### src/rtl/bus_arb_mux_if.sv
// Upstream/downstream signal bundle for bus_arb_mux. The slave view is the
// arbiter's own; the master view is whoever drives the upstream channels.
interface bus_arb_mux_if #(
  parameter int DATA_WIDTH = 16,
  parameter int DATA_NUM   = 4
);
  localparam int CHAN_WIDTH = ($clog2(DATA_NUM) < 1) ? 1 : $clog2(DATA_NUM);

  logic [DATA_NUM-1:0]            up_valid;
  logic [DATA_NUM-1:0]            up_ready;
  logic [DATA_NUM-1:0]            up_last;
  logic [DATA_WIDTH*DATA_NUM-1:0] up_data;
  logic                           down_valid;
  logic                           down_ready;
  logic                           down_last;
  logic [DATA_WIDTH-1:0]          down_data;
  logic [CHAN_WIDTH-1:0]          down_chan;

  modport master (
    output up_valid, up_last, up_data, down_ready,
    input  up_ready, down_valid, down_last, down_data, down_chan
  );

  modport slave (
    input  up_valid, up_last, up_data, down_ready,
    output up_ready, down_valid, down_last, down_data, down_chan
  );
endinterface

### src/rtl/bus_arb_mux.sv
// Packet-locked round-robin arbiter: merges DATA_NUM upstream streams into one
// registered downstream stream, holding each grant until a last beat is accepted.
module bus_arb_mux #(
  parameter int DATA_WIDTH = 16,
  parameter int DATA_NUM   = 4
) (
  input  logic         clk,
  input  logic         rst_n,
  bus_arb_mux_if.slave bus
);
  localparam int CHAN_WIDTH = ($clog2(DATA_NUM) < 1) ? 1 : $clog2(DATA_NUM);

  typedef enum logic [0:0] {IDLE = 1'b0, LOCKED = 1'b1} state_t;

  state_t                state_r;
  state_t                state_nxt_s;
  logic [CHAN_WIDTH-1:0] grant_r;
  logic [CHAN_WIDTH-1:0] grant_nxt_s;
  logic [CHAN_WIDTH-1:0] ptr_r;
  logic [CHAN_WIDTH-1:0] ptr_nxt_s;
  logic [CHAN_WIDTH-1:0] pick_s;
  logic                  sel_valid_s;
  logic                  sel_last_s;
  logic [DATA_WIDTH-1:0] sel_data_s;
  logic                  out_free_s;
  logic                  accept_s;
  logic [DATA_NUM-1:0]   up_ready_s;
  logic                  down_valid_r;
  logic                  down_last_r;
  logic [DATA_WIDTH-1:0] down_data_r;
  logic [CHAN_WIDTH-1:0] down_chan_r;

  function automatic logic [CHAN_WIDTH-1:0] wrap_add(input logic [CHAN_WIDTH-1:0] base,
                                                     input int off);
    int sum;
    sum = int'(base) + off;
    sum = (sum >= DATA_NUM) ? (sum - DATA_NUM) : sum;
    return CHAN_WIDTH'(sum);
  endfunction

  // Round-robin pick: scan offsets high to low so the nearest valid channel at/after ptr wins.
  always_comb begin
    pick_s = ptr_r;
    for (int i = DATA_NUM - 1; i >= 0; i--) begin
      for (int k = 0; k < DATA_NUM; k++) begin
        pick_s = (bus.up_valid[k] && (wrap_add(ptr_r, i) == CHAN_WIDTH'(k))) ? CHAN_WIDTH'(k) : pick_s;
      end
    end
  end

  // Granted-channel mux; other channels' payloads never reach the outputs.
  always_comb begin
    sel_valid_s = 1'b0;
    sel_last_s  = 1'b0;
    sel_data_s  = '0;
    for (int k = 0; k < DATA_NUM; k++) begin
      sel_valid_s = (grant_r == CHAN_WIDTH'(k)) ? bus.up_valid[k] : sel_valid_s;
      sel_last_s  = (grant_r == CHAN_WIDTH'(k)) ? bus.up_last[k]  : sel_last_s;
      sel_data_s  = (grant_r == CHAN_WIDTH'(k)) ? bus.up_data[k*DATA_WIDTH +: DATA_WIDTH] : sel_data_s;
    end
  end

  assign out_free_s = !down_valid_r || bus.down_ready;
  assign accept_s   = (state_r == LOCKED) && sel_valid_s && out_free_s;

  // Only the granted channel may see ready, and only when the output stage can take a beat.
  always_comb begin
    up_ready_s = (state_r == LOCKED) ? (DATA_NUM'(out_free_s) << grant_r) : '0;
  end

  // Next-state logic: lock onto a channel from IDLE, release on an accepted last beat.
  always_comb begin
    state_nxt_s = state_r;
    grant_nxt_s = grant_r;
    ptr_nxt_s   = ptr_r;
    case (state_r)
      IDLE: begin
        if (|bus.up_valid) begin
          state_nxt_s = LOCKED;
          grant_nxt_s = pick_s;
        end else begin
          state_nxt_s = IDLE;
        end
      end
      LOCKED: begin
        if (accept_s && sel_last_s) begin
          state_nxt_s = IDLE;
          ptr_nxt_s   = wrap_add(grant_r, 32'sd1);
        end else begin
          state_nxt_s = LOCKED;
        end
      end
      default: state_nxt_s = IDLE;
    endcase
  end

  // Arbitration state, grant and round-robin pointer.
  always_ff @(posedge clk or negedge rst_n) begin
    if (!rst_n) begin
      state_r <= IDLE;
      grant_r <= '0;
      ptr_r   <= '0;
    end else begin
      state_r <= state_nxt_s;
      grant_r <= grant_nxt_s;
      ptr_r   <= ptr_nxt_s;
    end
  end

  // Output stage: load on accept, drop valid once drained, otherwise hold the beat.
  always_ff @(posedge clk or negedge rst_n) begin
    if (!rst_n) begin
      down_valid_r <= 1'b0;
      down_last_r  <= 1'b0;
      down_data_r  <= '0;
      down_chan_r  <= '0;
    end else if (accept_s) begin
      down_valid_r <= 1'b1;
      down_last_r  <= sel_last_s;
      down_data_r  <= sel_data_s;
      down_chan_r  <= grant_r;
    end else if (bus.down_ready) begin
      down_valid_r <= 1'b0;
    end else begin
      down_valid_r <= down_valid_r;
    end
  end

  assign bus.up_ready   = up_ready_s;
  assign bus.down_valid = down_valid_r;
  assign bus.down_last  = down_last_r;
  assign bus.down_data  = down_data_r;
  assign bus.down_chan  = down_chan_r;
endmodule

### src/flat_wrapper.sv
// flat-port wrapper written by rule: the top's interface ports become plain ports
module bus_arb_mux_flat 
#(
  parameter int DATA_WIDTH = 16,
  parameter int DATA_NUM   = 4
)
  (clk, rst_n, bus_up_valid, bus_up_last, bus_up_data, bus_down_ready, bus_up_ready, bus_down_valid, bus_down_last, bus_down_data, bus_down_chan);
  bus_arb_mux_if #(.DATA_WIDTH(DATA_WIDTH), .DATA_NUM(DATA_NUM)) bus_i ();
  input  logic clk;
  input  logic rst_n;
  input wire logic [$bits(bus_i.up_valid)-1:0] bus_up_valid;
  input wire logic [$bits(bus_i.up_last)-1:0] bus_up_last;
  input wire logic [$bits(bus_i.up_data)-1:0] bus_up_data;
  input wire logic [$bits(bus_i.down_ready)-1:0] bus_down_ready;
  output wire logic [$bits(bus_i.up_ready)-1:0] bus_up_ready;
  output wire logic [$bits(bus_i.down_valid)-1:0] bus_down_valid;
  output wire logic [$bits(bus_i.down_last)-1:0] bus_down_last;
  output wire logic [$bits(bus_i.down_data)-1:0] bus_down_data;
  output wire logic [$bits(bus_i.down_chan)-1:0] bus_down_chan;
  assign bus_i.up_valid = bus_up_valid;
  assign bus_i.up_last = bus_up_last;
  assign bus_i.up_data = bus_up_data;
  assign bus_i.down_ready = bus_down_ready;
  assign bus_up_ready = bus_i.up_ready;
  assign bus_down_valid = bus_i.down_valid;
  assign bus_down_last = bus_i.down_last;
  assign bus_down_data = bus_i.down_data;
  assign bus_down_chan = bus_i.down_chan;
  bus_arb_mux #(.DATA_WIDTH(DATA_WIDTH), .DATA_NUM(DATA_NUM)) u_core (.clk(clk), .rst_n(rst_n), .bus(bus_i));
endmodule
### config.mk
export PLATFORM = sky130hd
export DESIGN_NAME = bus_arb_mux_flat
export DESIGN_NICKNAME = d
export VERILOG_FILES = /design/src/rtl/bus_arb_mux_if.sv /design/src/rtl/bus_arb_mux.sv /design/src/flat_wrapper.sv
export SDC_FILE = /design/constraint.sdc
export NUM_CORES = 1
export LEC_CHECK = 0
export ABC_AREA = 1
export BUFFER_PORTS_ARGS = -buffer_cell sky130_fd_sc_hd__clkbuf_2
export CORE_MARGIN = 2
export CORE_UTILIZATION = 45
export CTS_BUF_LIST = sky130_fd_sc_hd__clkbuf_4 sky130_fd_sc_hd__clkbuf_8 sky130_fd_sc_hd__clkbuf_16
export DETAILED_ROUTE_END_ITERATION = 7
export PLACE_DENSITY = 0.81
export SLEW_MARGIN = 20
export SYNTH_ARGS = -nofsm -noshare
export SYNTH_HDL_FRONTEND = slang
export SYNTH_SLANG_ARGS = --single-unit
### constraint.sdc
create_clock -name clk -period 2.24 [get_ports clk]
set_input_delay 0.448 -clock clk [delete_from_list [all_inputs] [get_ports clk]]
set_output_delay 0.448 -clock clk [all_outputs]
set_load 0.05 [all_outputs]
### Word-level counts from Yosys, hierarchy flattened

Cells that the tools add are included.

| storage, ports and cells | value |
|---|---|
| output and inout port bits | 24 |
| logic and storage cells | 107 |
| register bits after elaboration | 25 |
| bits of input ports | 75 |

| cells by class | value |
|---|---|
| mux-type cells | 39 |
| reduce and logical (&&, ||, !) cells | 30 |
| shift-type cells | 1 |
| add/sub/neg operators | 9 |
| $lt $le $gt $ge | 5 |
| equal/unequal tests | 15 |
| bitwise operators | 1 |

Operators with widths:

| operator | count |
|---|---|
| 16-bit 2-to-1 mux | 4 |
| 2-bit 2-to-1 mux | 21 |
| 2-bit == test, second input constant | 10 |
| 1-bit logical AND | 19 |
| 3-bit >= comparator, second input constant | 4 |
| 1-bit 2-to-1 mux | 12 |
| 2-bit by 1-bit == test with 1-bit output, second input constant | 5 |
| 2-bit logical NOT | 5 |
| 2-bit by 1-bit subtractor with 2-bit output, second input constant | 5 |
| 2-bit by 1-bit adder with 3-bit output, second input constant | 2 |
| 2-bit by 2-bit adder with 3-bit output, second input constant | 2 |
| 4-bit 2-to-1 mux | 1 |
| 2-bit AND reduction | 2 |
| 4-bit OR reduction | 1 |
| 1-bit by 2-bit left shift with 4-bit output | 1 |
| 2-bit by 3-bit >= comparator with 1-bit output, second input constant | 1 |
| 1-bit case mux with 2 select lines | 1 |
| 2-bit nonzero test | 1 |
| 1-bit logical NOT | 1 |
| 1-bit logical OR | 1 |
| 1-bit NOT | 1 |

### Depth between registers and ports, before layout

Gate-level depths: netlist of the first run.

| depth | value |
|---|---|
| word-level depth | 21 |
| gate-level depth with buffers | 18 |
| gate-level depth less buffers | 17 |

### Worst setup path after synthesis of the first run

OpenSTA, ideal clock, no wires.

| timing path | value |
|---|---|
| kind | flip-flop to output port |
| from | register u_core.down_valid_r (netlist: u_core.bus.down_valid) |
| to | output bus_up_ready[1] |
| slack | -109 ps |
| cell stages (with the launch flop) | 6 |
| arrival time | 1901 ps |
| data required time | 1792 ps |
| path buffers | 0 |
| path through | dfrtp_1 -> inv_1 -> nor2_1 -> inv_1 -> nand2_1 -> nor3_1 |

| between the ends | value |
|---|---|
| word-level cells in the longest chain between the ends | 4 |

Ends and longest elaborated chain:

| element | line | source |
|---|---|---|
| from (decl) | bus_arb_mux.sv:28 | `logic down_valid_r;` |
| from (signal assigned) | bus_arb_mux.sv:125 | `down_valid_r <= down_valid_r;` |
| 1-bit logical NOT | bus_arb_mux.sv:63 | `assign out_free_s = !down_valid_r \|\| bus.down_ready;` |
| 1-bit logical OR | bus_arb_mux.sv:63 |  |
| 1-bit by 2-bit left shift with 4-bit output | bus_arb_mux.sv:68 | `up_ready_s = (state_r == LOCKED) ? (DATA_NUM'(out_free_s) << grant_r) : '0;` |
| 4-bit 2-to-1 mux | bus_arb_mux.sv:68 |  |
| to (decl) | flat_wrapper.sv:15 | `output wire logic [$bits(bus_i.up_ready)-1:0] bus_up_ready;` |

No other way between the ends.

### Worst setup path after layout of the first run

| timing path | value |
|---|---|
| from | register u_core.grant_r[1] |
| to | register u_core.down_data_r[10] (netlist: u_core.bus.down_data[10]) |

| between the ends | value |
|---|---|
| word-level cells in the longest chain between the ends | 7 |
| elaborated cells on any way between the ends | 14 |
| classes of those cells | 3 x eq/ne; 8 x mux; 3 x reduce/logical |

Ends and longest elaborated chain:

| element | line | source |
|---|---|---|
| from (decl) | bus_arb_mux.sv:17 | `logic [CHAN_WIDTH-1:0] grant_r;` |
| from (signal assigned) | bus_arb_mux.sv:105 | `grant_r <= grant_nxt_s;` |
| 2-bit logical NOT | bus_arb_mux.sv:57, bus_arb_mux.sv:59 |  |
| 1-bit 2-to-1 mux (4 in series) | bus_arb_mux.sv:57 | `sel_valid_s = (grant_r == CHAN_WIDTH'(k)) ? bus.up_valid[k] : sel_valid_s;` |
| 1-bit logical AND (2 in series) | bus_arb_mux.sv:64 | `assign accept_s = (state_r == LOCKED) && sel_valid_s && out_free_s;` |
| to (signal assigned) | bus_arb_mux.sv:120 | `down_data_r <= sel_data_s;` |
| to (decl) | bus_arb_mux.sv:30 | `logic [DATA_WIDTH-1:0] down_data_r;` |

Several ways; a longest one is shown, not always the timed one.
A chain may end at the register's enable or synchronous reset.

==> results.sh, run 1 <==
export IMPL_post_route_period_util_pct=88.9
export IMPL_die_x_um=68.2
export IMPL_switchingPower_mw=2.38
export IMPL_syn_num_nets=343
export IMPL_swShare_pct=58.6
export IMPL_p_clk_share_pct=6.7
export IMPL_synth_seq_cells=25
export IMPL_synthFlopType="dfrtp_1"
export IMPL_outcome="finished, final reports clean"
export IMPL_synth_edf_count=0
export IMPL_crit_arrival_ns=2.13
export IMPL_root_buffer="clkbuf_8"
export IMPL_final_nets=436
export IMPL_worstRegToRegCells=9
export IMPL_placed_area_um2=2340
export IMPL_num_rows=23
export IMPL_setup_slack_ns=0.250
export IMPL_final_cell_mix="clkbuf_2 (98), nand2_1 (82), o21ai_0 (33), nand3_1 (28), dfrtp_1 (25)"
export IMPL_grt_max_degree=35
export IMPL_core_area_um2=3970
export IMPL_crit_fanout=28
export IMPL_finClkSkew_ns=0.00578
export IMPL_grt_setup_unrepaired="no"
export IMPL_critical_path_class="register to register"
export IMPL_dp_hpwl_um=4230
export IMPL_max_vdd_ir_drop_mv=0.696
export IMPL_ys_types=25
export IMPL_cts_sinks=25
export IMPL_fin_area_um2=2390
export IMPL_synth_cells=264
export IMPL_gp_congestion=0.884
export IMPL_p_seq_share_pct=21.0
export IMPL_antenna_left=0
export IMPL_rrSetupSlack_ns=0.25
export IMPL_overflow=0
export IMPL_vias_per_cell=5.11
export IMPL_post_cts_buffers=0
export IMPL_max_slew_margin_pct=59.0
export IMPL_die_h_um=68.2
export IMPL_cts_tree="done"
export IMPL_pin_count=99
export IMPL_dr_pass1_iters=4
export IMPL_drv_slew=0
export IMPL_worstMarginPinSlew_ns=0.615
export IMPL_ctsHoldBuffers=0
export IMPL_clk_latency_ns=0.27
export IMPL_power_mw=4.05
export IMPL_drive_above_1_share_pct=36.8
export IMPL_start_util_pct=46.7
export IMPL_grt_pass1_vias=1811
export IMPL_area_delta_synth_final_pct=29.0
export IMPL_drc_errors=0
export IMPL_antenna_found_initial=0
export IMPL_cts_resized=0
export IMPL_vias=2075
export IMPL_endpoint_kind="register"
export IMPL_grt_pass1_wl_um=8120
export IMPL_worst_setup_path_start_kind="register"
export IMPL_die_area_um2=4650
export IMPL_fmax_mhz=502
export IMPL_p_int_mw=1.68
export IMPL_drt_iter0_drc=152
export IMPL_port_buffers=98
export IMPL_setup_violations_final=0
export IMPL_cts_buffer_depth=2
export IMPL_numCtsBuffers=3
export IMPL_cts_clk_slew_worst_paths_ns=0.08
export IMPL_synth_warnings=0
export IMPL_crit_required_ns=2.38
export IMPL_wirelength_um=5220
export IMPL_cts_htree_levels=1
export IMPL_avgSynthCellArea_um2=7.02
export IMPL_fin_crit_ns=1.99
export IMPL_syn_area_um2=1850
export IMPL_combPwrFrac_pct=72.3
export IMPL_maxCapViolCount=0
export IMPL_diodes=0
export IMPL_hold_violations=0
export IMPL_wl_per_cell_um=12.9
export IMPL_seq_area_frac_synth_pct=33.8
export IMPL_p_leak_nw=1.34
export IMPL_grt_use_total_pct=22.7
export IMPL_hp_class="input port to async pin"
export IMPL_synthArstFlopShare_pct=100
export IMPL_layout_cells_most_common="clkbuf_2"
export IMPL_post_place_ws_ns=0.273
export IMPL_cellPowerDensity_nw_per_um2=1690
[metal layers]
| metal | routed length, µm | global-route usage (%) | up-vias |
|---|---|---|---|
| li1 | - | - | 1073 |
| met1 | 2410 | 33.9 | 926 |
| met2 | 2490 | 35.0 | 71 |
| met3 | 264 | 2.30 | 5 |
| met4 | 54 | 5.25 | 0 |
| met5 | 0 | 0 | - |
[state kept, by name (all words and copies together), names as in the netlist]
name	cells
u_core.bus.down_chan	2
u_core.ptr_r	2
u_core.grant_r	2
u_core.bus.down_data	16
u_core.bus.down_valid	1
u_core.bus.down_last	1
u_core.state_r	1
[stage by stage]
| stage | setup TNS (ns) | instances | hold WS (ns) | utilization [%] |
|---|---|---|---|---|
| after floorplan | -0.437 | 264 | 0.152 | - |
| after global placement | 0 | 402 | 0.460 | 59.0 |
| after detailed placement | 0 | 402 | 0.468 | 59.0 |
| after CTS | 0 | 406 | 0.194 | 60.2 |
| after global routing | 0 | 406 | 0.221 | 60.2 |
| final | 0 | 406 | 0.180 | 60.2 |
[critical path, cell delays in order, from the launching register on]
cell and delay, ns:
dfrtp_1 0.43, inv_1 0.16, ha_1 0.27, inv_4 0.17, nor2_1 0.07, o31ai_2 0.23, nand3_2 0.12, buf_4 0.25
nand2_1 0.08, o21ai_1 0.07
[worst paths after layout]
kind / startpoint / endpoint
max in group asynchronous: rst_n / u_core.bus.down_last
min in group clk: bus_up_data[55] / u_core.bus.down_data[7]
worst min register to register: u_core.bus.down_data[8] / u_core.bus.down_data[8]
worst max-delay path: u_core.grant_r[1] / u_core.bus.down_data[10]
worst max register to register: u_core.grant_r[1] / u_core.bus.down_data[10]
worst min-delay path: rst_n / u_core.bus.down_data[13]
[cells by family (layout without fill, tap and decap cells)]
logic type / after synthesis / in the layout / share of synthesized area [%]
adder cells (fa/ha/maj): 4 / 4 / 2.70
flip-flops: 25 / 25 / 33.8
AO/OA/AOI/OAI: 78 / 78 / 24.5
buffers and inverters: 31 / 123 / 9.39
AND/OR/NAND/NOR: 126 / 126 / 29.6
[synthesized netlist by cell type (2+ instances only)]
master / n / area share (%)
inv_1: 10 / 2.0
o21ai_1: 11 / 3.0
nor3_1: 4 / 1.1
nor2_1: 6 / 1.2
buf_6: 6 / 3.6
o21ai_0: 33 / 8.9
dfrtp_1: 25 / 34
nand3_1: 28 / 7.6
nand3_2: 3 / 1.6
inv_4: 2 / 0.68
clkbuf_1: 5 / 1.0
a21oi_1: 21 / 5.7
inv_2: 2 / 0.41
o21ai_2: 8 / 3.8
nand2_1: 82 / 17
buf_2: 6 / 1.6
ha_1: 4 / 2.7
[power by group through the flow]
stage / Sequential [mW] / Combinational (mW) / Clock (mW)
2_1_floorplan: 1.41 / 1.78 / 0
3_3_place_gp: 0.848 / 2.85 / 0
3_5_place_dp: 0.856 / 2.92 / 0
4_1_cts: 0.850 / 2.93 / 0.279
5_1_grt: 0.876 / 3.26 / 0.292
6_report: 0.852 / 2.93 / 0.271
[layout make-up]
cell class | instances | area, µm²
clock buffer | 4 | 48.8
fill | 377 | 1580
inverter | 14 | 57.6
multi-input combinational | 208 | 1050
sequential | 25 | 626
tap | 50 | 62.6
timing repair buffer | 105 | 543
Power figures use the tool's default switching activity.
==> run 2: changes to the inputs <==
CELL_PAD_IN_SITES_DETAIL_PLACEMENT = 0   (was not set)
CELL_PAD_IN_SITES_GLOBAL_PLACEMENT = 1   (was not set)
CORE_UTILIZATION = 30   (was 45)
==> run 2 against run 1 <==
  * Largest power group unchanged
  * Die area increased by 47%
  * Clock power decreased by 3%
  * Combinational power decreased by 2%
  * Hold slack improved by 0.0053 ns
  * Count of clock-buffer cells in the layout decreased by 1
  * First-iteration DRC count decreased by 63%
  * Routed wire length increased by 4.2%
  * Fmax increased by 1.1%
  * Non-clock buffer count decreased by 1
  * Largest cell class unchanged
  * Core utilization decreased by 20 points
  * Sequential power increased by 0.7%
==> results.sh, run 2 (synthesized netlist as in run 1, its figures left out) <==
export IMPL_p_leak_nw=1.34
export IMPL_gp_congestion=0.773
export IMPL_grt_pass1_wl_um=8810
export IMPL_drive_above_1_share_pct=36.6
export IMPL_setup_violations_final=0
export IMPL_vias=2041
export IMPL_finClkSkew_ns=0.00213
export IMPL_max_vdd_ir_drop_mv=0.556
export IMPL_worstRegToRegCells=8
export IMPL_worstMarginPinSlew_ns=0.632
export IMPL_die_x_um=82.6
export IMPL_final_cells=430
export IMPL_cts_resized=0
export IMPL_fmax_mhz=508
export IMPL_die_area_um2=6820
export IMPL_post_place_ws_ns=0.275
export IMPL_wl_per_cell_um=12.6
export IMPL_dp_hpwl_um=4360
export IMPL_crit_fanout=17
export IMPL_fin_crit_ns=1.97
export IMPL_worst_setup_path_start_kind="register"
export IMPL_dp_cells=426
export IMPL_vias_per_cell=4.75
export IMPL_cts_buffer_depth=2
export IMPL_root_buffer="clkbuf_8"
export IMPL_dr_pass1_iters=4
export IMPL_layout_cells_most_common="clkbuf_2"
export IMPL_cts_htree_levels=1
export IMPL_fin_util_pct=40.5
export IMPL_hold_violations=0
export IMPL_rrSetupSlack_ns=0.27
export IMPL_power_mw=3.98
export IMPL_num_rows=28
export IMPL_critical_path_class="register to register"
export IMPL_final_cell_mix="clkbuf_2 (98), nand2_1 (82), o21ai_0 (33), nand3_1 (28), dfrtp_1 (25)"
export IMPL_rr_endpoint="u_core.ptr_r[1]"
export IMPL_clk_latency_ns=0.27
export IMPL_setup_slack_ns=0.272
export IMPL_area_delta_synth_final_pct=30.2
export IMPL_cellPowerDensity_nw_per_um2=1650
export IMPL_grt_max_degree=35
export IMPL_outcome="finished, final reports clean"
export IMPL_crit_required_ns=2.39
export IMPL_cts_tree="done"
export IMPL_pin_count=99
export IMPL_overflow=0
export IMPL_drc_errors=0
export IMPL_port_buffers=98
export IMPL_core_area_um2=5960
export IMPL_post_cts_buffers=0
export IMPL_max_slew_margin_pct=57.9
export IMPL_cts_clk_slew_worst_paths_ns=0.08
export IMPL_hp_class="input port to async pin"
export IMPL_grt_pass1_vias=1955
export IMPL_largest_reg_flops=16
export IMPL_final_nets=435
export IMPL_diodes=0
export IMPL_drt_iter0_drc=57
export IMPL_crit_arrival_ns=2.12
export IMPL_numCtsBuffers=3
export IMPL_grt_use_total_pct=16.4
export IMPL_endpoint_kind="register"
export IMPL_reg2reg_from="u_core.grant_r[0]"
export IMPL_drv_slew=0
export IMPL_antenna_left=0
export IMPL_wirelength_um=5440
export IMPL_tns_ns=0
export IMPL_grt_setup_unrepaired="no"
export IMPL_maxCapViolCount=0
export IMPL_ctsHoldBuffers=0
export IMPL_die_h_um=82.6
export IMPL_post_route_period_util_pct=87.9
export IMPL_start_util_pct=31.1
export IMPL_cts_sinks=25
export IMPL_antenna_found_initial=0
## run 2: cell count changes in the layout (fill, tap and decap cells not counted)
cell      change
clkinv_2      +1
clkbuf_4      -1
buf_4         -1
## run 2: routing by layer
| layer | GRT usage [%] | vias to the layer above | part of all wire, % |
|---|---|---|---|
| li1 | - | 1071 | - |
| met1 | 21.8 | 885 | 45 |
| met2 | 27.3 | 81 | 46 |
| met3 | 3.48 | 4 | 7.6 |
| met4 | 3.93 | 0 | 0.70 |
| met5 | 0 | - | 0 |
## run 2: power breakdown
part | switching [mW] | leakage, nW | internal [mW] | total [mW]
Combinational | 2.01 | 1.01 | 0.844 | 2.86
Clock | 0.138 | 0.0255 | 0.124 | 0.262
Sequential | 0.176 | 0.302 | 0.681 | 0.858
Total | 2.33 | 1.34 | 1.65 | 3.98
## run 2: per-stage QoR
step | hold WS [ns] | area (µm²)
after global placement | 0.468 | 2370
after global routing | 0.229 | 2410
after floorplan | 0.152 | 1850
after detailed placement | 0.472 | 2370
after CTS | 0.206 | 2410
final | 0.185 | 2410
## run 2: area by class of cell
cell class / instances / area (µm²)
clock buffers: 3 / 41.3
clock inverters: 1 / 5.00
fillers: 655 / 3540
inverters: 14 / 57.6
multi-input cells: 208 / 1050
flip-flops and latches: 25 / 626
well taps: 75 / 93.8
repair buffers: 104 / 536
## run 2: worst max-delay path by stage
stage | startpoint | end
floorplan | u_core.bus.down_valid | bus_up_ready[1]
global placement | u_core.grant_r[0] | u_core.ptr_r[1]
detailed placement | u_core.grant_r[0] | u_core.ptr_r[1]
CTS | u_core.grant_r[0] | u_core.ptr_r[1]
global route | u_core.grant_r[0] | u_core.ptr_r[1]
finish | u_core.grant_r[0] | u_core.ptr_r[1]
## run 2: critical path, stage by stage (launching register included)
cell and delay (ns):
dfrtp_1 0.47, inv_1 0.14, ha_1 0.29, inv_1 0.37, o21ai_0 0.16, nand2_1 0.10
o211ai_2 0.16, nor2_1 0.13, a21oi_1 0.05
==> run 3: changes to the inputs <==
--- a/config.mk
+++ b/config.mk
@@ -10,5 +10,5 @@
 export CELL_PAD_IN_SITES_DETAIL_PLACEMENT = 0
 export CELL_PAD_IN_SITES_GLOBAL_PLACEMENT = 1
-export CORE_MARGIN = 2
+export CORE_MARGIN = 1
 export CORE_UTILIZATION = 30
 export CTS_BUF_LIST = sky130_fd_sc_hd__clkbuf_4 sky130_fd_sc_hd__clkbuf_8 sky130_fd_sc_hd__clkbuf_16
==> constraint.sdc (replaced) <==
create_clock -name clk -period 2.24 [get_ports clk]
set_input_delay 0.336 -clock clk [delete_from_list [all_inputs] [get_ports clk]]
set_output_delay 0.336 -clock clk [all_outputs]
set_load 0.05 [all_outputs]
==> run 3 against run 2 <==
  * Via count is 0.15% lower
  * Cell count stayed put
  * Register-to-register slack worse by 0.04 ns
  * First-iteration DRC count is 30% higher
  * Die area is 4.8% lower
  * Final area stayed put
  * Critical path type unchanged
  * Total power is 0.51% higher
  * Setup slack worse by 0.043 ns
  * Hold slack worse by 0.11 ns
  * Core utilization stayed put
  * Critical path depth stayed put
  * Sequential share of layout area stayed put
==> results.sh, run 3 (synthesized netlist as in run 1, its figures left out) <==
export IMPL_ctsHoldBuffers=0
export IMPL_crit_arrival_ns=2.17
export IMPL_setup_violations_final=0
export IMPL_cts_tree="done"
export IMPL_antenna_left=0
export IMPL_diodes=0
export IMPL_fin_util_pct=40.5
export IMPL_cellPowerDensity_nw_per_um2=1660
export IMPL_fin_crit_ns=2.01
export IMPL_die_h_um=80.6
export IMPL_p_leak_nw=1.34
export IMPL_area_delta_synth_final_pct=30.2
export IMPL_grt_setup_unrepaired="no"
export IMPL_dr_pass1_iters=4
export IMPL_p_seq_share_pct=21.3
export IMPL_drt_iter0_drc=74
export IMPL_finClkSkew_ns=0.00748
export IMPL_vias=2038
export IMPL_grt_use_total_pct=17.7
export IMPL_cts_buffer_depth=2
export IMPL_switchingPower_mw=2.35
export IMPL_maxCapViolCount=0
export IMPL_cts_resized=0
export IMPL_hold_violations=0
export IMPL_p_clk_share_pct=6.9
export IMPL_root_buffer="clkbuf_8"
export IMPL_grt_max_degree=35
export IMPL_worstRegToRegCells=8
export IMPL_core_area_um2=5960
export IMPL_gp_congestion=0.824
export IMPL_cts_clk_slew_worst_paths_ns=0.10
export IMPL_drv_slew=0
export IMPL_post_place_ws_ns=0.221
export IMPL_port_buffers=98
export IMPL_post_route_period_util_pct=89.8
export IMPL_cpPeakStageDelay_ns=0.48
export IMPL_num_rows=28
export IMPL_wirelength_um=5550
export IMPL_layout_cells_most_common="clkbuf_2"
export IMPL_clk_latency_ns=0.27
export IMPL_max_slew_margin_pct=55.7
export IMPL_fmax_mhz=497
export IMPL_p_int_mw=1.65
export IMPL_wl_per_cell_um=12.9
export IMPL_die_x_um=80.6
export IMPL_final_nets=435
export IMPL_worstMarginPinSlew_ns=0.664
export IMPL_max_vdd_ir_drop_mv=0.581
export IMPL_largest_reg_flops=16
export IMPL_swShare_pct=58.7
export IMPL_crit_required_ns=2.40
export IMPL_numCtsBuffers=3
export IMPL_whs_ns=0.0774
export IMPL_tns_ns=0
export IMPL_dp_hpwl_um=4440
export IMPL_crit_top_cell="inv_1"
export IMPL_vias_per_cell=4.74
export IMPL_worstPathCellList="inv_1 > ha_1 > inv_1 > o21ai_0 > nand2_1 > o211ai_2 > nor2_1 > a21oi_1"
export IMPL_critical_path_class="register to register"
export IMPL_crit_fanout=17
export IMPL_crit_path_top_delay_cell="dfrtp_1"
export IMPL_drc_errors=0
export IMPL_endpoint_kind="register"
export IMPL_grt_pass1_wl_um=8870
export IMPL_die_area_um2=6490
export IMPL_worst_setup_path_start_kind="register"
export IMPL_antenna_found_initial=0
export IMPL_drive_above_1_share_pct=36.6
export IMPL_post_cts_buffers=0
export IMPL_grt_pass1_vias=1881
export IMPL_final_cell_mix="clkbuf_2 (98), nand2_1 (82), o21ai_0 (33), nand3_1 (28), dfrtp_1 (25)"
export IMPL_cts_htree_levels=1
export IMPL_combPwrFrac_pct=71.7
export IMPL_start_util_pct=31.1
export IMPL_cts_sinks=25
export IMPL_hp_class="input port to async pin"
export IMPL_overflow=0
export IMPL_setup_slack_ns=0.228
export IMPL_outcome="finished, final reports clean"
export IMPL_pin_count=99
-- run 3: metrics by stage --
stage	area, µm²	std cells	power, mW
2_1_floorplan	1850	264	3.19
3_3_place_gp	2370	426	3.73
3_5_place_dp	2370	426	3.75
4_1_cts	2410	430	4.03
5_1_grt	2410	430	4.39
6_report	2410	430	4.00
-- run 3: final cells by class --
cell class / count / area [µm²]
Fill cell: 662 / 3540
Multi-Input combinational cell: 208 / 1050
Sequential cell: 25 / 626
Timing Repair Buffer: 104 / 536
Tap cell: 75 / 93.8
Inverter: 14 / 57.6
Clock buffer: 3 / 41.3
Clock inverter: 1 / 5.00
-- run 3: critical path: cells and delay by family, from the launching register on --
kind	cells	cell delay, ns
simple gates	2	0.21
fa+ha+maj	1	0.31
buf+inv	2	0.53
flops	1	0.48
compound gates	3	0.36
-- run 3: path summary, 6_finish.rpt --
check	start	slack (ns)	end
setup reg to reg	u_core.grant_r[0]	0.23	u_core.ptr_r[1]
min in group clk	bus_up_data[62]	0.36	u_core.bus.down_data[14]
setup / recovery	u_core.grant_r[0]	0.23	u_core.ptr_r[1]
max in group asynchronous	rst_n	1.73	u_core.state_r
hold reg to reg	u_core.state_r	0.49	u_core.state_r
hold / removal	rst_n	0.08	u_core.grant_r[0]
-- run 3: routing by layer --
layer  up-vias  global-route usage [%]  part of all wire, %
met5         -                       0                    0
met1       890                    23.6                   47
met4         0                    3.75                 0.38
li1       1070                       -                    -
met3         2                    3.18                  7.2
met2        76                    29.4                   46
-- run 3: power by group through the flow --
stage | registers (mW) | logic [mW] | clock network, mW
4_1_cts | 0.857 | 2.89 | 0.280
2_1_floorplan | 1.41 | 1.78 | 0
5_1_grt | 0.883 | 3.20 | 0.303
6_report | 0.853 | 2.87 | 0.277
3_5_place_dp | 0.865 | 2.89 | 0
3_3_place_gp | 0.864 | 2.86 | 0
